**src/rtl/gpio_in_filter.sv**
```systemverilog
// 8-bit GPIO input conditioner: two-flop synchronizer, prescaled per-bit debounce, sticky edge flags.
// Edge flags and the interrupt exist only when GPIO_IN_FILTER_EDGE_EN is defined.
module gpio_in_filter #(
   parameter int unsigned PRESCALE    = 1,
   parameter int unsigned STABLE_CNT  = 4,
   parameter logic [7:0]  RESET_LEVEL = 8'h00
) (
   input  logic       clk,
   input  logic       reset,
   input  logic [7:0] pin_i,
   output logic [7:0] gpio_o,
   output logic [7:0] rise_o,
   output logic [7:0] fall_o,
   input  logic [7:0] clr_i,
   input  logic [7:0] irq_mask_i,
   output logic       irq_o
);

   localparam logic [15:0] PS_LAST = 16'(PRESCALE - 1);
   localparam logic [7:0]  DC_LAST = 8'(STABLE_CNT - 1);

   logic [7:0]  s1;
   logic [7:0]  s2;
   logic [7:0]  stable;
   logic [15:0] pcnt;
   logic        tick;
   logic [7:0]  dcnt [8];
   logic [7:0]  accept;

   // Stage: pad synchronizer
   always_ff @(posedge clk) begin
      if (reset) begin
         s1 <= RESET_LEVEL;
         s2 <= RESET_LEVEL;
      end else begin
         s1 <= pin_i;
         s2 <= s1;
      end
   end

   // Stage: sample-tick prescaler
   assign tick = (pcnt == PS_LAST);

   always_ff @(posedge clk) begin
      if (reset || tick) begin
         pcnt <= '0;
      end else begin
         pcnt <= pcnt + 16'd1;
      end
   end

   // A bit is accepted when it has differed for STABLE_CNT ticks, this tick included.
   always_comb begin
      accept = '0;
      for (int i = 0; i < 8; i++) begin
         accept[i] = tick && (s2[i] != stable[i]) && (dcnt[i] == DC_LAST);
      end
   end

   // Stage: per-bit debounce
   always_ff @(posedge clk) begin
      if (reset) begin
         stable <= RESET_LEVEL;
         for (int i = 0; i < 8; i++) begin
            dcnt[i] <= '0;
         end
      end else if (tick) begin
         for (int i = 0; i < 8; i++) begin
            if (s2[i] == stable[i]) begin
               dcnt[i] <= '0;
            end else if (accept[i]) begin
               stable[i] <= s2[i];
               dcnt[i]   <= '0;
            end else begin
               dcnt[i] <= dcnt[i] + 8'd1;
            end
         end
      end
   end

   assign gpio_o = stable;

`ifdef GPIO_IN_FILTER_EDGE_EN
   logic [7:0] rise_q;
   logic [7:0] fall_q;
   logic [7:0] rise_set;
   logic [7:0] fall_set;

   // Flags set on the same edge that stable changes, so they line up with gpio_o.
   assign rise_set = accept & s2;
   assign fall_set = accept & ~s2;

   // Stage: sticky edge flags (set beats clear)
   always_ff @(posedge clk) begin
      if (reset) begin
         rise_q <= '0;
         fall_q <= '0;
      end else begin
         rise_q <= (rise_q & ~clr_i) | rise_set;
         fall_q <= (fall_q & ~clr_i) | fall_set;
      end
   end

   assign rise_o = rise_q;
   assign fall_o = fall_q;
   assign irq_o  = |((rise_q | fall_q) & irq_mask_i);
`else
   logic unused_edge;

   assign unused_edge = ^{clr_i, irq_mask_i};
   assign rise_o      = '0;
   assign fall_o      = '0;
   assign irq_o       = 1'b0;
`endif

endmodule

```
**config.mk**
```make
export PLATFORM = sky130hd
export DESIGN_NAME = gpio_in_filter
export DESIGN_NICKNAME = d
export VERILOG_FILES = /design/src/rtl/gpio_in_filter.sv
export SDC_FILE = /design/constraint.sdc
export NUM_CORES = 1
export LEC_CHECK = 0
export BUFFER_PORTS_ARGS = -buffer_cell sky130_fd_sc_hd__buf_2
export CORE_MARGIN = 8
export CORE_UTILIZATION = 50
export CTS_CLUSTER_SIZE = 10
export DETAILED_ROUTE_END_ITERATION = 8
export PLACE_DENSITY = 0.72
export SKIP_CTS_REPAIR_TIMING = 1
export SYNTH_ARGS = -nofsm -noshare
export SYNTH_HDL_FRONTEND = slang
export SYNTH_SLANG_ARGS = --single-unit
```
**constraint.sdc**
```tcl
create_clock -name clk -period 3.9 [get_ports clk]
set_input_delay 0.39 -clock clk [delete_from_list [all_inputs] [get_ports clk]]
set_output_delay 0.39 -clock clk [all_outputs]
set_load 0.01 [all_outputs]
```
==> results of run 1 <==
-- path summary, 6_finish.rpt --
check | from | endpoint | slack, ns | cells past startpoint
min | pin_i[1] | s1[1] | 0.24 | 2
min reg2reg | s1[7] | s2[7] | 0.44 | 1
max | pcnt[0] | dcnt[1][31] | 1.22 | 6
max reg2reg | pcnt[0] | dcnt[1][31] | 1.22 | 6
-- through the flow --
stage	hold slack (ns)	total power [W]	utilization
final	0.241	0.00185	0.553
after global routing	0.214	0.00193	0.553
after CTS	0.216	0.00188	0.553
after detailed placement	0.427	0.00124	0.534
after global placement	0.419	0.00124	0.534
after floorplan	0.414	0.00124	-
-- sequential cells by signal, summed over array words and instances, names as in the netlist --
register,count
s2,8
dcnt,64
pcnt,16
gpio_o,8
s1,8
-- layout make-up --
| class | instances | area (um^2) |
|---|---|---|
| fillers | 865 | 4370 |
| multi-input cells | 329 | 2130 |
| well taps | 133 | 166 |
| clock buffers | 10 | 128 |
| repair buffers | 21 | 128 |
| inverters | 18 | 67.6 |
| flip-flops and latches | 104 | 2720 |
| clock inverters | 6 | 60.1 |
-- per-layer routing --
layer | wire length, um | vias to the layer above
met2 | 4090 | 48
met3 | 373 | 9
met5 | 0 | -
met4 | 100 | 0
li1 | - | 1627
met1 | 3950 | 1538
-- cell usage in the layout, fill, tap and decap left out, drive strengths merged, types with 10 or more instances in the layout --
| cell | instances |
|---|---|
| buf | 21 |
| xor2 | 47 |
| nand4 | 19 |
| nand3 | 41 |
| xnor2 | 21 |
| and3 | 18 |
| nand2 | 10 |
| nor2 | 84 |
| edfxtp | 64 |
| conb | 17 |
| clkbuf | 10 |
| inv | 18 |
| ha | 10 |
| nor2b | 16 |
| dfxtp | 40 |
-- power by group through the flow --
stage | clock [W] | sequential (W) | combinational, W
finish | 0.000642 | 0.00117 | 0.0000428
global route | 0.000707 | 0.00117 | 0.0000484
CTS | 0.000666 | 0.00117 | 0.0000428
detailed placement | 0 | 0.00119 | 0.0000426
global placement | 0 | 0.00119 | 0.0000416
floorplan | 0 | 0.00119 | 0.0000444
-- kinds of logic after synthesis --
logic type,share of synthesized area
flops,0.540
fa+ha+maj,0.0248
simple gates,0.239
compound gates,0.0281
other cells,0.000744
xor+xnor,0.118
buf+inv,0.0487
==> impl_summary.txt, run 1 <==
----------------------------------------------------
[Yosys]
  Synth cell count leaders ... 84 x nor2_1, 64 x edfxtp_1, 47 x xor2_1
  Dominant cells by area after synthesis ... edfxtp_1 38%, dfxtp_1 16%, xor2_1 8.2%
  Number of distinct library cells after synthesis ... 35
  Cell area after technology mapping ... ~5000 um^2
  Number of enable-type register cells in the synthesized netlist ... between 60 and 70
  Yosys warning total ... 0
  Gate count of the mapped netlist ... about 460
  Top flip-flop cell by instance count after synthesis ... edfxtp_1
  Cell type contributing the most total cell area after synthesis ... edfxtp_1
  Top cell type's share of synthesized area ... 0.381
  Synthesized flop and latch total ... 104
  Share of flip-flops with an asynchronous set or reset after synthesis ... 0
  Syn avg cell area ... 10.9 um^2
  Sequential cell area fraction in the yosys report ... 0.540
  Dominant cell by count in the synthesized netlist ... nor2_1

[STA]
  Pins Over Slew Limit ... 0
  Hold violation count in the final report ... 0
  Setup TNS Final ... 0 ns
  Min Clock Period, post-route ... about 2.7 ns
  Worst relative slew slack ... 0.571
  Transition time at the pin with the least slew margin ... between 0.6 and 0.7 ns
  Least setup slack across all paths after layout ... around 1.2 ns
  Part of the cycle the worst path needs ... 0.686
  Setup repair after global routing missed its margin ... false
  Final setup vio count ... 0
  Final worst clock skew ... around 0.011 ns
  Highest attainable clock frequency ... between 0.3 and 0.4 GHz

[CTS]
  Clock transition at the registers of the reported paths ... roughly 0.09 ns
  Root buffer cell ... clkbuf_8
  Insertion delay of the later-clocked pin in the worst-skew pair ... 0.36 ns
  H-tree depth ... 3
  TritonCTS clock tree ... done
  Clk sinks ... roughly 100
  Maximum clock path buffer count ... 2
  Total CTS buffers ... 9

[Final layout]
  Syn-to-layout area delta ... 7.27%
  Number of standard cells in the final layout excluding fillers ... 621
  Number of nets in the layout ... 519
  Share of cells above drive strength 1 ... 0.100
  Antenna diode count ... 0
  Final instance area ... between 5000 and 6000 um^2

[Critical path]
  Required @ worst endpoint ... roughly 4.0 ns
  Critical Path Max Stage Delay ... 0.69 ns
  Arrival @ worst endpoint ... 2.72 ns
  Maximum fanout along the worst path ... 47
  Crit-path leading delay family ... simple AND/OR/NAND/NOR gates
  Startpoint type of the worst setup path ... register
  Kind of end point of the critical path ... register
  WP buf/inv ... 2
  Crit path max-delay cell type ... nand2_2
  Cell Chain, Critical Path ... inv_1 -> ha_1 -> nor4b_2 -> nand4_2 -> nand2_2 -> buf_12
  Critical path class ... reg -> reg

[Flow run]
  Max cap viols ... 0

[Drt]
  Iteration-0 DRC count of the detailed router ... 159
  Count of nets left with antenna violations after detail routing ... 0
  Pre-Repair DR Iteration Count ... 4
  Vias ... 3,222
  Routed Wire Length ... ~8500 um
  Average vias per placed instance ... between 5 and 6
  Average wire length per cell after detail routing ... roughly 14 um
  Number of remaining DRC errors ... 0

[Global route]
  Met3 Usage GRT ... 0.0414
  GRT overflow ... 0
  Global-route wire length before repair ... approximately 15,000 um
  Global-route track usage on met1 ... 0.167
  Overall fraction of global-route tracks in use ... 0.138
  Antenna violations before repair ... 0
  Pin count of the biggest net entering global routing ... 48
  Met2 Resource Use GR ... 0.226
  Via count of the first global-routing pass ... between 3,000 and 4,000
  Gr busiest metal ... met2

[Power]
  Clk network pwr share ... 0.346
  Share of total power in combinational logic ... 0.023
  Leakage power ... 2.02 nW
  P_sw ... ~0.00038 W
  Pwr per Cell Area ... around 340 nW/um^2
  VDD IR max ... between 0.2 and 0.25 mV
  Cell-internal power ... 0.00147 W
  Net Sw Frac ... 0.206
  Sequential share of power ... 0.631

[Placed design]
  Port Buf Inserts ... 17
  Pre-CTS setup slack ... 1.28 ns
  DP Wirelength ... slightly below 6000 um
  Dpl cell area ... 5220 um^2
  Placed cells ... slightly above 600
  Gp weighted congestion ... about 0.79

[Floorplan]
  Core area ... roughly 10000 um^2
  Die area ... ~14,000 um^2
  Chip Width ... 116 um
  Starting utilization of the core area ... 0.516
  Number of rows in the core area ... 36
  Vertical die dimension ... around 120 um
  I/O pin total ... 51

[Outcome]
  Result of the run ... complete, no violations

[Worst hold path]
  Min-delay worst type ... in -> reg

----------------------------------------------------
(Power assumes the default switching activity.)
==> run 2, diff against run 1 <==
--- a/config.mk
+++ b/config.mk
@@ -10,7 +10,7 @@
 export CORE_UTILIZATION = 50
 export CTS_CLUSTER_SIZE = 10
 export DETAILED_ROUTE_END_ITERATION = 8
-export PLACE_DENSITY = 0.72
+export PLACE_DENSITY = 0.75
 export SKIP_CTS_REPAIR_TIMING = 1
 export SYNTH_ARGS = -nofsm -noshare
 export SYNTH_HDL_FRONTEND = slang
==> constraint.sdc (replaced) <==
create_clock -name clk -period 2.4 [get_ports clk]
set_input_delay 0.24 -clock clk [delete_from_list [all_inputs] [get_ports clk]]
set_output_delay 0.24 -clock clk [all_outputs]
set_load 0.01 [all_outputs]
==> impl_summary.txt, run 2 (same netlist as run 1, synthesis figures left out) <==
----------------------------------------------------
[CTS]
  Clk sinks ... 104 (unchanged)
  H-tree depth ... 3 (unchanged)
  Clock transition at the registers of the reported paths ... 0.09 ns (about the same)
  Maximum clock path buffer count ... 2 (unchanged)
  Root buffer cell ... clkbuf_8
  TritonCTS clock tree ... done
  Total CTS buffers ... 9 (unchanged)
  Insertion delay of the later-clocked pin in the worst-skew pair ... 0.36 ns (about the same)

[STA]
  Hold violation count in the final report ... 0 (unchanged)
  Highest attainable clock frequency ... 0.491 GHz (+31%)
  Part of the cycle the worst path needs ... 0.849 (+0.163)
  Setup TNS Final ... 0 ns (unchanged)
  Least setup slack across all paths after layout ... 0.363 ns (-0.862 ns)
  Min Clock Period, post-route ... 2.04 ns (-0.638 ns)
  Setup repair after global routing missed its margin ... false
  Pins Over Slew Limit ... 0 (unchanged)
  Final setup vio count ... 0 (unchanged)
  Final worst clock skew ... 0.0134 ns (+0.00282 ns)
  Worst hold margin ... 0.0825 ns (-0.158 ns)

[Power]
  Pwr per Cell Area ... 555 nW/um^2 (+62%)
  VDD IR max ... 0.387 mV (+66%)
  Leakage power ... 2.04 nW (+0.81%)
  Total power draw ... 0.00301 W (+62%)

[Drt]
  Routed Wire Length ... 8350 um (-1.9%)
  Count of nets left with antenna violations after detail routing ... 0 (unchanged)
  Vias ... 3,259 (+1.1%)
  Average wire length per cell after detail routing ... 13.4 um (-2.2%)
  Pre-Repair DR Iteration Count ... 6 (+2)
  Iteration-0 DRC count of the detailed router ... 132 (-17%)
  Average vias per placed instance ... 5.23 (+0.82%)
  Number of remaining DRC errors ... 0 (unchanged)

[Floorplan]
  Starting utilization of the core area ... 0.516 (unchanged)
  Die area ... 13,500 um^2 (unchanged)
  I/O pin total ... 51 (unchanged)
  Number of rows in the core area ... 36 (unchanged)
  Core area ... 9770 um^2 (unchanged)
  Vertical die dimension ... 116 um (unchanged)
  Chip Width ... 116 um (unchanged)

[Final layout]
  Register bank with the most flops ... dcnt
  Registers with the highest flip-flop counts ... dcnt: 64 flops, pcnt: 16 flops
  Most common cell after layout, fill and taps aside ... nor2_1
  Antenna diode count ... 0 (unchanged)
  Share of cells above drive strength 1 ... 0.104 (+0.00367)
  Number of flip-flops in the largest register ... 64 (unchanged)
  Leading cell types in the layout, fill and taps excluded ... 84 x nor2_1, 64 x edfxtp_1, 47 x xor2_1
  Number of nets in the layout ... 521 (+0.39%)
  Syn-to-layout area delta ... 7.52%

[Critical path]
  Arrival @ worst endpoint ... 2.25 ns (-0.47 ns)
  Required @ worst endpoint ... 2.61 ns (-1.34 ns)
  Startpoint type of the worst setup path ... register
  Maximum fanout along the worst path ... 11 (-77%)
  Kind of end point of the critical path ... register
  Critical path class ... reg -> reg

[Flow run]
  Max cap viols ... 0 (unchanged)

[Worst hold path]
  Min-delay worst type ... in -> reg

[Global route]
  Antenna violations before repair ... 0 (unchanged)
  Overall fraction of global-route tracks in use ... 0.136 (-0.00139)
  Global-route wire length before repair ... 14,700 um (-0.74%)
  Via count of the first global-routing pass ... 3,237 (-0.43%)
  GRT overflow ... 0 (unchanged)
  Pin count of the biggest net entering global routing ... 36 (-25%)

[Placed design]
  DP Wirelength ... 5970 um (+3.5%)
  Port Buf Inserts ... 17 (unchanged)
  Pre-CTS setup slack ... 0.386 ns (-0.894 ns)
  Gp weighted congestion ... 0.832 (+4.9%)

[Outcome]
  Result of the run ... complete, no violations

----------------------------------------------------
-- run 2: per-layer routing --
metal / track usage / part of all wire / vias to the layer above
met5: 0 / 0 / -
met4: 0.0458 / 0.0093 / 0
met3: 0.0362 / 0.043 / 8
met2: 0.226 / 0.48 / 72
met1: 0.168 / 0.47 / 1552
li1: - / - / 1627
-- run 2: final cells by class --
type	instances	area, um^2
Inverter	18	67.6
Fill cell	826	4360
Clock inverter	4	27.5
Sequential cell	104	2720
Timing Repair Buffer	23	143
Multi-Input combinational cell	329	2130
Clock buffer	12	158
Tap cell	133	166
-- run 2: where the power goes --
group / internal (W) / switching (W) / total [W]
sequential: 0.00189 / 0.00000893 / 0.00190
clock: 0.000449 / 0.000591 / 0.00104
combinational: 0.0000229 / 0.0000461 / 0.0000690
total: 0.00236 / 0.000646 / 0.00301
-- run 2: per-stage QoR --
step / instance area (um^2) / utilization / cells
after floorplan: 5100 / - / 477
after global placement: 5230 / 0.535 / 607
after detailed placement: 5230 / 0.535 / 607
after CTS: 5420 / 0.554 / 623
after global routing: 5420 / 0.554 / 623
final: 5420 / 0.554 / 623
-- run 2: path summary, 6_finish.rpt --
path | startpoint | cells past startpoint | slack [ns] | end
max | pcnt[0] | 7 | 0.36 | dcnt[1][15]
min | pin_i[3] | 2 | 0.08 | s1[3]
max reg2reg | pcnt[0] | 7 | 0.36 | dcnt[1][15]
min reg2reg | s1[1] | 1 | 0.44 | s2[1]
-- run 2: worst max-delay path, cell delays in order (launching register included) --
cell     delay, ns
dfxtp_1       0.36
inv_1         0.07
ha_1          0.14
nor4b_2       0.25
and4_1        0.24
buf_4         0.27
nand4_1       0.35
nor2_1        0.20
==> run 3, diff against run 2 <==
--- a/config.mk
+++ b/config.mk
@@ -10,7 +10,7 @@
 export CORE_UTILIZATION = 50
 export CTS_CLUSTER_SIZE = 10
 export DETAILED_ROUTE_END_ITERATION = 8
-export PLACE_DENSITY = 0.75
+export PLACE_DENSITY = 0.72
 export SKIP_CTS_REPAIR_TIMING = 1
 export SYNTH_ARGS = -nofsm -noshare
 export SYNTH_HDL_FRONTEND = slang
==> constraint.sdc (replaced) <==
create_clock -name clk -period 2.1 [get_ports clk]
set_input_delay 0.21 -clock clk [delete_from_list [all_inputs] [get_ports clk]]
set_output_delay 0.21 -clock clk [all_outputs]
set_load 0.01 [all_outputs]
==> impl_summary.txt, run 3 (same netlist as run 1, synthesis figures left out) <==
----------------------------------------------------
[Outcome]
  Result of the run ... complete, no violations

[Final layout]
  Post-layout util ... 0.559 (+0.00423)
  Filler cell count in the final layout ... 849 (+2.8%)
  Number of flip-flops in the largest register ... 64 (unchanged)
  Leading cell types in the layout, fill and taps excluded ... 84 x nor2_1, 64 x edfxtp_1, 47 x xor2_1
  Number of nets in the layout ... 525 (+0.77%)
  Register bank with the most flops ... dcnt
  Antenna diode count ... 0 (unchanged)
  Registers with the highest flip-flop counts ... dcnt: 64 flops, pcnt: 16 flops
  Syn-to-layout area delta ... 8.34%
  Final instance area ... 5460 um^2 (+0.76%)
  Most common cell after layout, fill and taps aside ... nor2_1
  Share of cells above drive strength 1 ... 0.109 (+0.00523)

[Placed design]
  Port Buf Inserts ... 17 (unchanged)
  Dpl cell area ... 5270 um^2 (+0.67%)
  Gp weighted congestion ... 0.855 (+2.7%)
  DP Wirelength ... 5760 um (-3.6%)

[CTS]
  Clock transition at the registers of the reported paths ... 0.11 ns (+0.02 ns)
  TritonCTS clock tree ... done
  Root buffer cell ... clkbuf_8
  Total CTS buffers ... 9 (unchanged)
  Insertion delay of the later-clocked pin in the worst-skew pair ... 0.38 ns (+0.02 ns)
  Clk sinks ... 104 (unchanged)
  Maximum clock path buffer count ... 2 (unchanged)
  H-tree depth ... 3 (unchanged)

[Worst hold path]
  Hold Path Stages ... 2 (unchanged)
  Worst min-delay path startpoint ... pin_i[4]
  Worst min-delay path endpoint ... s1[4]
  Min-delay worst type ... in -> reg

[Power]
  VDD IR max ... 0.464 mV (+20%)
  Clk network pwr share ... 0.344 (-0.002)
  Pwr per Cell Area ... 629 nW/um^2 (+13%)
  P_sw ... 0.000738 W (+14%)
  Sequential share of power ... 0.632 (about the same)
  Share of total power in combinational logic ... 0.024 (about the same)
  Net Sw Frac ... 0.215 (about the same)
  Cell-internal power ... 0.00270 W (+14%)
  Leakage power ... 2.06 nW (+1.1%)

[STA]
  Setup TNS Final ... 0 ns (unchanged)
  Highest attainable clock frequency ... 0.528 GHz (+7.6%)
  Pins Over Slew Limit ... 0 (unchanged)
  Hold violation count in the final report ... 0 (unchanged)
  Final worst clock skew ... 0.0187 ns (+0.00529 ns)
  Part of the cycle the worst path needs ... 0.901 (+0.0526)
  Final setup vio count ... 0 (unchanged)
  Setup repair after global routing missed its margin ... false
  Min Clock Period, post-route ... 1.89 ns (-0.144 ns)

[Global route]
  GRT overflow ... 0 (unchanged)
  Global-route wire length before repair ... 14,100 um (-4.2%)
  Pin count of the biggest net entering global routing ... 41 (+14%)
  Via count of the first global-routing pass ... 3,020 (-6.7%)
  Antenna violations before repair ... 0 (unchanged)
  Overall fraction of global-route tracks in use ... 0.134 (-0.00227)

[Critical path]
  WP buf/inv ... 2 (unchanged)
  Required @ worst endpoint ... 2.32 ns (-0.29 ns)
  Crit-path leading delay family ... simple AND/OR/NAND/NOR gates
  Critical Path Max Stage Delay ... 0.40 ns (+0.04 ns)
  Kind of end point of the critical path ... register
  Setup slack on the worst flop-to-flop path ... 0.21 ns (-0.16 ns)
  Cells on worst reg2reg path ... 7 (unchanged)
  Arrival @ worst endpoint ... 2.12 ns (-0.13 ns)
  Cell Chain, Critical Path ... inv_1 -> ha_1 -> nor4b_2 -> and4_1 -> buf_4 -> nand4_4 -> nor2_1
  Worst flop-to-flop path startpoint ... pcnt[1]
  Crit path max-delay cell type ... and4_1
  Maximum fanout along the worst path ... 8 (-3)
  Startpoint type of the worst setup path ... register
  Capture instance of the worst register-to-register path ... dcnt[1][29]
  Critical path class ... reg -> reg

[Drt]
  Routed Wire Length ... 8450 um (+1.2%)
  Average wire length per cell after detail routing ... 13.5 um (+0.53%)
  Vias ... 3,252 (-0.21%)
  Number of remaining DRC errors ... 0 (unchanged)
  Count of nets left with antenna violations after detail routing ... 0 (unchanged)
  Highest metal layer with signal wires ... met4
  Sum of met2 wire segment lengths after detailed routing ... 3840 um (-3.2%)
  Average vias per placed instance ... 5.19 (-0.85%)
  Iteration-0 DRC count of the detailed router ... 250 (+89%)
  Routed metal-1 wirelength ... 4030 um (+2.2%)
  WL met3 ... 438 um (+22%)
  Pre-Repair DR Iteration Count ... 4 (-2)

[Floorplan]
  Number of rows in the core area ... 36 (unchanged)
  Core area ... 9770 um^2 (unchanged)
  Die area ... 13,500 um^2 (unchanged)
  I/O pin total ... 51 (unchanged)
  Vertical die dimension ... 116 um (unchanged)
  Starting utilization of the core area ... 0.516 (unchanged)
  Chip Width ... 116 um (unchanged)

[Flow run]
  Max cap viols ... 0 (unchanged)

----------------------------------------------------
run 3: cell count changes in the layout (fill, tap and decap cells not counted), sizes merged:
cell / delta
buf: +4
clkinv: -1
inv: +1
run 3: per-layer routing:
metal	track usage	vias up
met5	0	-
met4	0.0596	0
met3	0.0398	10
met2	0.210	65
met1	0.167	1542
li1	-	1635
run 3: area by class of cell:
class                   instances  area, um^2  share of cell area
clock buffers                  12         156              0.0286
clock inverters                 4        27.5             0.00504
inverters                      18        67.6              0.0124
multi-input cells             329        2130               0.391
flip-flops and latches        104        2720               0.499
well taps                     133         166              0.0305
repair buffers                 27         185              0.0339
run 3: worst max path at each step:
stage / from / to / slack [ns] / cells after the start
2_1_floorplan: pcnt[0] / dcnt[0][0] / 0.08 / 6
5_1_grt: pcnt[0] / dcnt[0][12] / 0.06 / 7
4_1_cts: pcnt[0] / dcnt[1][13] / 0.13 / 6
3_5_place_dp: pcnt[0] / dcnt[1][14] / 0.16 / 6
3_3_place_gp: pcnt[0] / dcnt[1][11] / 0.25 / 6
6_report: pcnt[1] / dcnt[1][29] / 0.21 / 7
run 3: power by group through the flow:
| stage | Combinational (W) | Sequential, W | Clock [W] |
|---|---|---|---|
| 6_report | 0.0000842 | 0.00217 | 0.00118 |
| 5_1_grt | 0.0000936 | 0.00217 | 0.00130 |
| 4_1_cts | 0.0000833 | 0.00217 | 0.00123 |
| 3_5_place_dp | 0.0000831 | 0.00222 | 0 |
| 3_3_place_gp | 0.0000810 | 0.00222 | 0 |
| 2_1_floorplan | 0.0000825 | 0.00221 | 0 |
run 3: worst reg2reg max path, stage by stage (launching register included):
cell	delay (ns)
dfxtp_1	0.36
inv_1	0.06
ha_1	0.14
nor4b_2	0.26
and4_1	0.40
buf_4	0.21
nand4_4	0.16
nor2_1	0.15
run 3: stage by stage:
| stage | instances | setup slack, ns | hold slack [ns] | total power, W |
|---|---|---|---|---|
| floorplan | 477 | 0.0818 | 0.313 | 0.00230 |
| global placement | 610 | 0.254 | 0.420 | 0.00230 |
| detailed placement | 610 | 0.164 | 0.427 | 0.00230 |
| CTS | 626 | 0.125 | 0.0306 | 0.00348 |
| global route | 627 | 0.0597 | 0.0414 | 0.00357 |
| finish | 627 | 0.207 | 0.0590 | 0.00344 |
